<file path="config.mk">
export PLATFORM = sky130hd
export DESIGN_NAME = mux8x1_rr_sched_flat
export DESIGN_NICKNAME = d
export VERILOG_FILES = /design/src/rtl/mux8x1_rr_sched_if.sv /design/src/rtl/mux8x1_rr_sched.sv /design/src/flat_wrapper.sv
export SDC_FILE = /design/constraint.sdc
export NUM_CORES = 1
export LEC_CHECK = 0
export ABC_AREA = 1
export BUFFER_PORTS_ARGS = -buffer_cell sky130_fd_sc_hd__buf_2
export CAP_MARGIN = 20
export CORE_MARGIN = 1.5
export CORE_UTILIZATION = 45
export CTS_CLUSTER_SIZE = 24
export DETAILED_ROUTE_END_ITERATION = 8
export PLACE_DENSITY = 0.76
export SYNTH_ARGS = -nofsm -noshare
export SYNTH_HDL_FRONTEND = slang
export SYNTH_SLANG_ARGS = --single-unit
export TNS_END_PERCENT = 20
</file>
<file path="constraint.sdc">
create_clock -name clk -period 4.2 [get_ports clk]
set_input_delay 0.84 -clock clk [delete_from_list [all_inputs] [get_ports clk]]
set_output_delay 0.84 -clock clk [all_outputs]
set_load 0.02 [all_outputs]
</file>
<file path="src/rtl/mux8x1_rr_sched_if.sv">
// ----------------------------------------------------------------------------
// mux8x1_rr_sched_if
// Bundles the request/data inputs and the grant/select/mux outputs of the
// 8-way round-robin burst scheduler. Clock and reset stay plain module ports.
//
// Signals
//   req  [7:0] : level-sensitive request, one bit per requester
//   din  [7:0] : one data bit per requester (channels I0..I7)
//   sel  [2:0] : registered channel select of the current owner
//   gnt  [7:0] : registered one-hot grant, zero when idle
//   y          : data bit of the selected channel, zero when idle
//   busy       : registered, high while a grant is held
//   last       : final counted beat of a full-length burst
//
// Modports
//   master : requester / bench side (drives req, din)
//   slave  : scheduler side (drives sel, gnt, y, busy, last)
// ----------------------------------------------------------------------------
interface mux8x1_rr_sched_if;
    logic [7:0] req;
    logic [7:0] din;
    logic [2:0] sel;
    logic [7:0] gnt;
    logic       y;
    logic       busy;
    logic       last;

    modport master (
        output req,
        output din,
        input  sel,
        input  gnt,
        input  y,
        input  busy,
        input  last
    );

    modport slave (
        input  req,
        input  din,
        output sel,
        output gnt,
        output y,
        output busy,
        output last
    );
endinterface

</file>
<file path="src/rtl/mux8x1_rr_sched.sv">
// ----------------------------------------------------------------------------
// mux8x1_rr_sched
// 8:1 single-bit multiplexer whose select is driven by a round-robin burst
// arbiter. A granted requester keeps ownership for up to BURST_LEN beats
// (cycles with its request high) or until it drops its request; ownership
// then passes straight to the next requester above it, with no idle cycle.
//
// Parameters
//   BURST_LEN : maximum beats per grant, 1..16
//
// Ports
//   clk  : clock, all state changes on the rising edge
//   rst  : asynchronous active-high reset
//   bus  : slave modport of mux8x1_rr_sched_if (req, din in; sel, gnt, y,
//          busy, last out)
// ----------------------------------------------------------------------------
module mux8x1_rr_sched #(
    parameter int BURST_LEN = 4
) (
    input  logic               clk,
    input  logic               rst,
    mux8x1_rr_sched_if.slave   bus
);

    localparam int CNT_W = (BURST_LEN > 1) ? $clog2(BURST_LEN) : 1;
    localparam logic [CNT_W-1:0] LAST_CNT = CNT_W'(BURST_LEN - 1);

    typedef enum logic {
        IDLE = 1'b0,
        BUSY = 1'b1
    } state_t;

    state_t           state_q, state_n;
    logic [2:0]       sel_q, sel_n;
    logic [2:0]       ptr_q, ptr_n;
    logic [7:0]       gnt_q, gnt_n;
    logic [CNT_W-1:0] cnt_q, cnt_n;

    logic       busy;
    logic       beat;
    logic       at_last;
    logic       any_req;
    logic [2:0] arb_ptr;
    logic [2:0] winner;

    // First set request bit at or above p, wrapping 7 -> 0. Scanning from
    // the farthest offset down lets the nearest one overwrite the result.
    function automatic logic [2:0] rr_pick(input logic [7:0] r, input logic [2:0] p);
        logic [2:0] idx;
        rr_pick = p;
        for (int i = 7; i >= 0; i--) begin
            idx = p + 3'(i);
            if (r[idx]) begin
                rr_pick = idx;
            end
        end
    endfunction

    assign busy    = (state_q == BUSY);
    assign beat    = bus.req[sel_q];
    assign at_last = (cnt_q == LAST_CNT);
    assign any_req = |bus.req;

    // At burst end the pointer moves to sel+1 on the same edge as the
    // re-arbitration, so the search has to use that value rather than ptr_q.
    assign arb_ptr = busy ? (sel_q + 3'd1) : ptr_q;
    assign winner  = rr_pick(bus.req, arb_ptr);

    always_ff @(posedge clk or posedge rst) begin
        if (rst) begin
            state_q <= IDLE;
            sel_q   <= 3'd0;
            ptr_q   <= 3'd0;
            gnt_q   <= 8'd0;
            cnt_q   <= '0;
        end else begin
            state_q <= state_n;
            sel_q   <= sel_n;
            ptr_q   <= ptr_n;
            gnt_q   <= gnt_n;
            cnt_q   <= cnt_n;
        end
    end

    always_comb begin
        state_n = state_q;
        sel_n   = sel_q;
        ptr_n   = ptr_q;
        gnt_n   = gnt_q;
        cnt_n   = cnt_q;

        case (state_q)
            IDLE: begin
                if (any_req) begin
                    state_n = BUSY;
                    sel_n   = winner;
                    gnt_n   = 8'd1 << winner;
                    cnt_n   = '0;
                end
            end

            BUSY: begin
                // Burst ends on the final beat or as soon as the owner lets go.
                if (!beat || at_last) begin
                    ptr_n = sel_q + 3'd1;
                    cnt_n = '0;
                    if (any_req) begin
                        sel_n = winner;
                        gnt_n = 8'd1 << winner;
                    end else begin
                        state_n = IDLE;
                        gnt_n   = 8'd0;
                    end
                end else begin
                    cnt_n = cnt_q + CNT_W'(1);
                end
            end

            default: begin
                state_n = IDLE;
                gnt_n   = 8'd0;
                cnt_n   = '0;
            end
        endcase
    end

    assign bus.sel  = sel_q;
    assign bus.gnt  = gnt_q;
    assign bus.busy = busy;
    assign bus.y    = busy & bus.din[sel_q];
    assign bus.last = busy & beat & at_last;

endmodule

</file>
<file path="src/flat_wrapper.sv">
// flat-port wrapper written by rule: the top's interface ports become plain ports
module mux8x1_rr_sched_flat 
#(
    parameter int BURST_LEN = 4
)
  (clk, rst, bus_req, bus_din, bus_sel, bus_gnt, bus_y, bus_busy, bus_last);
  mux8x1_rr_sched_if bus_i ();
  input  logic clk;
  input  logic rst;
  input wire logic [$bits(bus_i.req)-1:0] bus_req;
  input wire logic [$bits(bus_i.din)-1:0] bus_din;
  output wire logic [$bits(bus_i.sel)-1:0] bus_sel;
  output wire logic [$bits(bus_i.gnt)-1:0] bus_gnt;
  output wire logic [$bits(bus_i.y)-1:0] bus_y;
  output wire logic [$bits(bus_i.busy)-1:0] bus_busy;
  output wire logic [$bits(bus_i.last)-1:0] bus_last;
  assign bus_i.req = bus_req;
  assign bus_i.din = bus_din;
  assign bus_sel = bus_i.sel;
  assign bus_gnt = bus_i.gnt;
  assign bus_y = bus_i.y;
  assign bus_busy = bus_i.busy;
  assign bus_last = bus_i.last;
  mux8x1_rr_sched #(.BURST_LEN(BURST_LEN)) u_core (.clk(clk), .rst(rst), .bus(bus_i));
endmodule
</file>
==> impl_results.md <==
* Status: completed
* I/O Buffers at 31
* Htree depth at 1
* Worst clock skew at 0.00351 ns
* Synth top area share at 26.2%
* CTS tree: yes
* Post-synth cell types at 26
* Post_cts resized at 0
* First-pass GRT wire length at 7.55 mm
* Crit path cell chain: ha_1 > nand2_1 > nand2_1 > ha_1 > inv_1 > nand3_1 > nand2_1 > nand2_1 > inv_1 > nor2_1 > nand2_1 > nand2_1 > nand2_1 > nand2_1 > nand2_2 > a21oi_1 > nand3_1 > nand2_1
* Total GRT Usage at 22.0%
* Starting Density at 46.9%
* Period utilization at 74.6%
* CTS buffer count at 3
* Site row count at 22
* Area of the die at 4230 um^2
* Bufs and invs on worst path at 2
* Initial DRC Count at 83
* Clock Tree Root: clkbuf_8
* Fin nets at 350
* Cell Area, Synth at 1730 um^2
* Critical-path maximum fanout at 14
* Synth Flop Type: dfrtp_1
* Cell accounting for the most synthesized area: nand2_1
* RSZ-0062 raised after global routing: false
* Setup TNS Final at 0 ns
* Path type of the worst min-delay path: flop to flop
* Core Box Area at 3690 um^2
* Post-synthesis sequential area ratio at 24.6%
* Max Fclk at 319 MHz
* Final hold viol count at 0
* Async set-or-reset flop fraction in the synthesized netlist at 100%
* Critical Path Max Stage Delay at 0.62 ns
* Total gr overflow at 0
* IO Pins at 32
* Post-CTS Hold Buffers at 0
* CP most frequent cell: nand2_1
* DR vias/cell at 5.10
* DRC violations left at 0
* Die Span Y at 65.0 um
* Ranking of synthesized cells by area: nand2_1 (26%), dfrtp_1 (25%), nand3_1 (9.3%)
* Cell family with the largest share of critical-path delay: simple AND/OR/NAND/NOR gates
* Dpl hpwl at 3.45 mm
* Filler cells at 418
* CP max-delay cell: dfrtp_1
* Critical Path RT at 4.39 ns
* Worst skew pair latency at 0.25 ns
* Ant. Diodes at 0
* Routed Antenna Nets at 0
* Routed via count at 1918
* Final Hold Slack at 0.473 ns
* Final Critical Period at 3.13 ns
* Largest net degree at the start of global routing at 18
* Clock transition at path regs at 0.07 ns
* Synth Register Bits at 17
* Syn Nets at 318
* Average size of a mapped cell at 5.83 um^2
* Drt pass-1 iters at 4
* Width of the die at 65.0 um
* WL final at 4.39 mm
* Number of enable flip-flop cells after synthesis at 0
* Final setup violation count at 0
* P&R area growth vs syn at 13.1%
* Initial antenna violation count at 0
* Max-slew headroom at 30.9%
* WS Path Type: flop to flop
* Placer Congestion at 0.922
* Crit. End Element: flop
* Slew @ Worst Pin at 1.03 ns
* Most numerous cell in the Yosys netlist: nand2_1
* CP Data Arrival Time at 3.32 ns
* Post-Syn Instances at 297
* Max-cap violations at 0
* Max-slew violations at 0
* CTS max path bufs at 2
* WL per Instance at 11.7 um
* Layout cells sized above 1 at 19.8%
* Clock sinks at 17
* Startpoint Class: flop
* Top cells by count, synth: nand2_1 (121), nand3_1 (32), inv_1 (31), nand2_2 (18)
* Synth Warn # at 0
* Post-CTS Setup Repair Bufs at 0
* Vias in the first global route at 1851
==> per-layer routing <==
metal | global-route usage, % | share of wire [%]
met1 | 27.5 | 49
met3 | 1.74 | 2.8
met2 | 40.1 | 48
met4 | 6.51 | 0.78
met5 | 0 | 0
==> cells by family after synthesis <==
family | synth area share, %
buf+inv | 9.83
fa+ha+maj | 2.17
compound gates | 13.7
flops | 24.6
simple gates | 49.7
==> placed cells by master (no fill, tap or decap), types with 5 or more instances in the layout <==
cell type,instances
o21ai_0,14
inv_2,5
nand2_1,121
dfrtp_1,17
a21oi_1,13
nand2_2,18
buf_2,31
o21ai_1,5
inv_1,31
nor2_1,17
nand3_1,32
==> final timing paths <==
| kind | startpoint | endpoint | slack [ns] | cells past startpoint |
|---|---|---|---|---|
| setup / recovery | u_core.bus.sel[0] | u_core.bus.gnt[6] | 1.07 | 18 |
| hold / removal | u_core.bus.gnt[0] | u_core.bus.gnt[0] | 0.47 | 2 |
| setup reg to reg | u_core.bus.sel[0] | u_core.bus.gnt[6] | 1.07 | 18 |
| hold reg to reg | u_core.bus.gnt[0] | u_core.bus.gnt[0] | 0.47 | 2 |
| max in group asynchronous | rst | u_core.ptr_q[0] | 3.13 | 2 |
| min in group asynchronous | rst | u_core.ptr_q[2] | 0.66 | 2 |
==> sequential cells by signal, indices dropped and copies added, names as in the netlist <==
register	flops
u_core.bus.gnt	8
u_core.ptr_q	3
u_core.bus.sel	3
u_core.bus.busy	1
u_core.cnt_q	2
==> area by class of cell <==
class	instances	area [um^2]	share of cell area [%]
clock buffer	3	41.3	2.11
clock inverter	1	5.00	0.256
inverter	36	135	6.91
multi-input combinational	240	1130	58.0
sequential	17	425	21.7
tap	48	60.1	3.07
timing repair buffer	31	155	7.93
==> through the flow <==
step | std cells | utilization [%] | area [um^2] | setup WS (ns)
2_1_floorplan | 297 | - | 1730 | 1.54
3_3_place_gp | 372 | 51.8 | 1910 | 1.20
3_5_place_dp | 372 | 51.8 | 1910 | 1.09
4_1_cts | 376 | 53.1 | 1960 | 1.08
5_1_grt | 376 | 53.1 | 1960 | 0.614
6_report | 376 | 53.1 | 1960 | 1.07
==> worst register-to-register path, cell delays in order, from the launching register on <==
cell and delay, ns:
dfrtp_1 0.62, ha_1 0.32, nand2_1 0.07, nand2_1 0.30
ha_1 0.48, inv_1 0.08, nand3_1 0.09, nand2_1 0.07
nand2_1 0.09, inv_1 0.05, nor2_1 0.12, nand2_1 0.07
nand2_1 0.05, nand2_1 0.06, nand2_1 0.07, nand2_2 0.07
a21oi_1 0.25, nand3_1 0.13, nand2_1 0.08
Power is left out: the tool's default activity adds up to more than one toggle a clock period on the data nets, which glitch-free logic cannot reach.
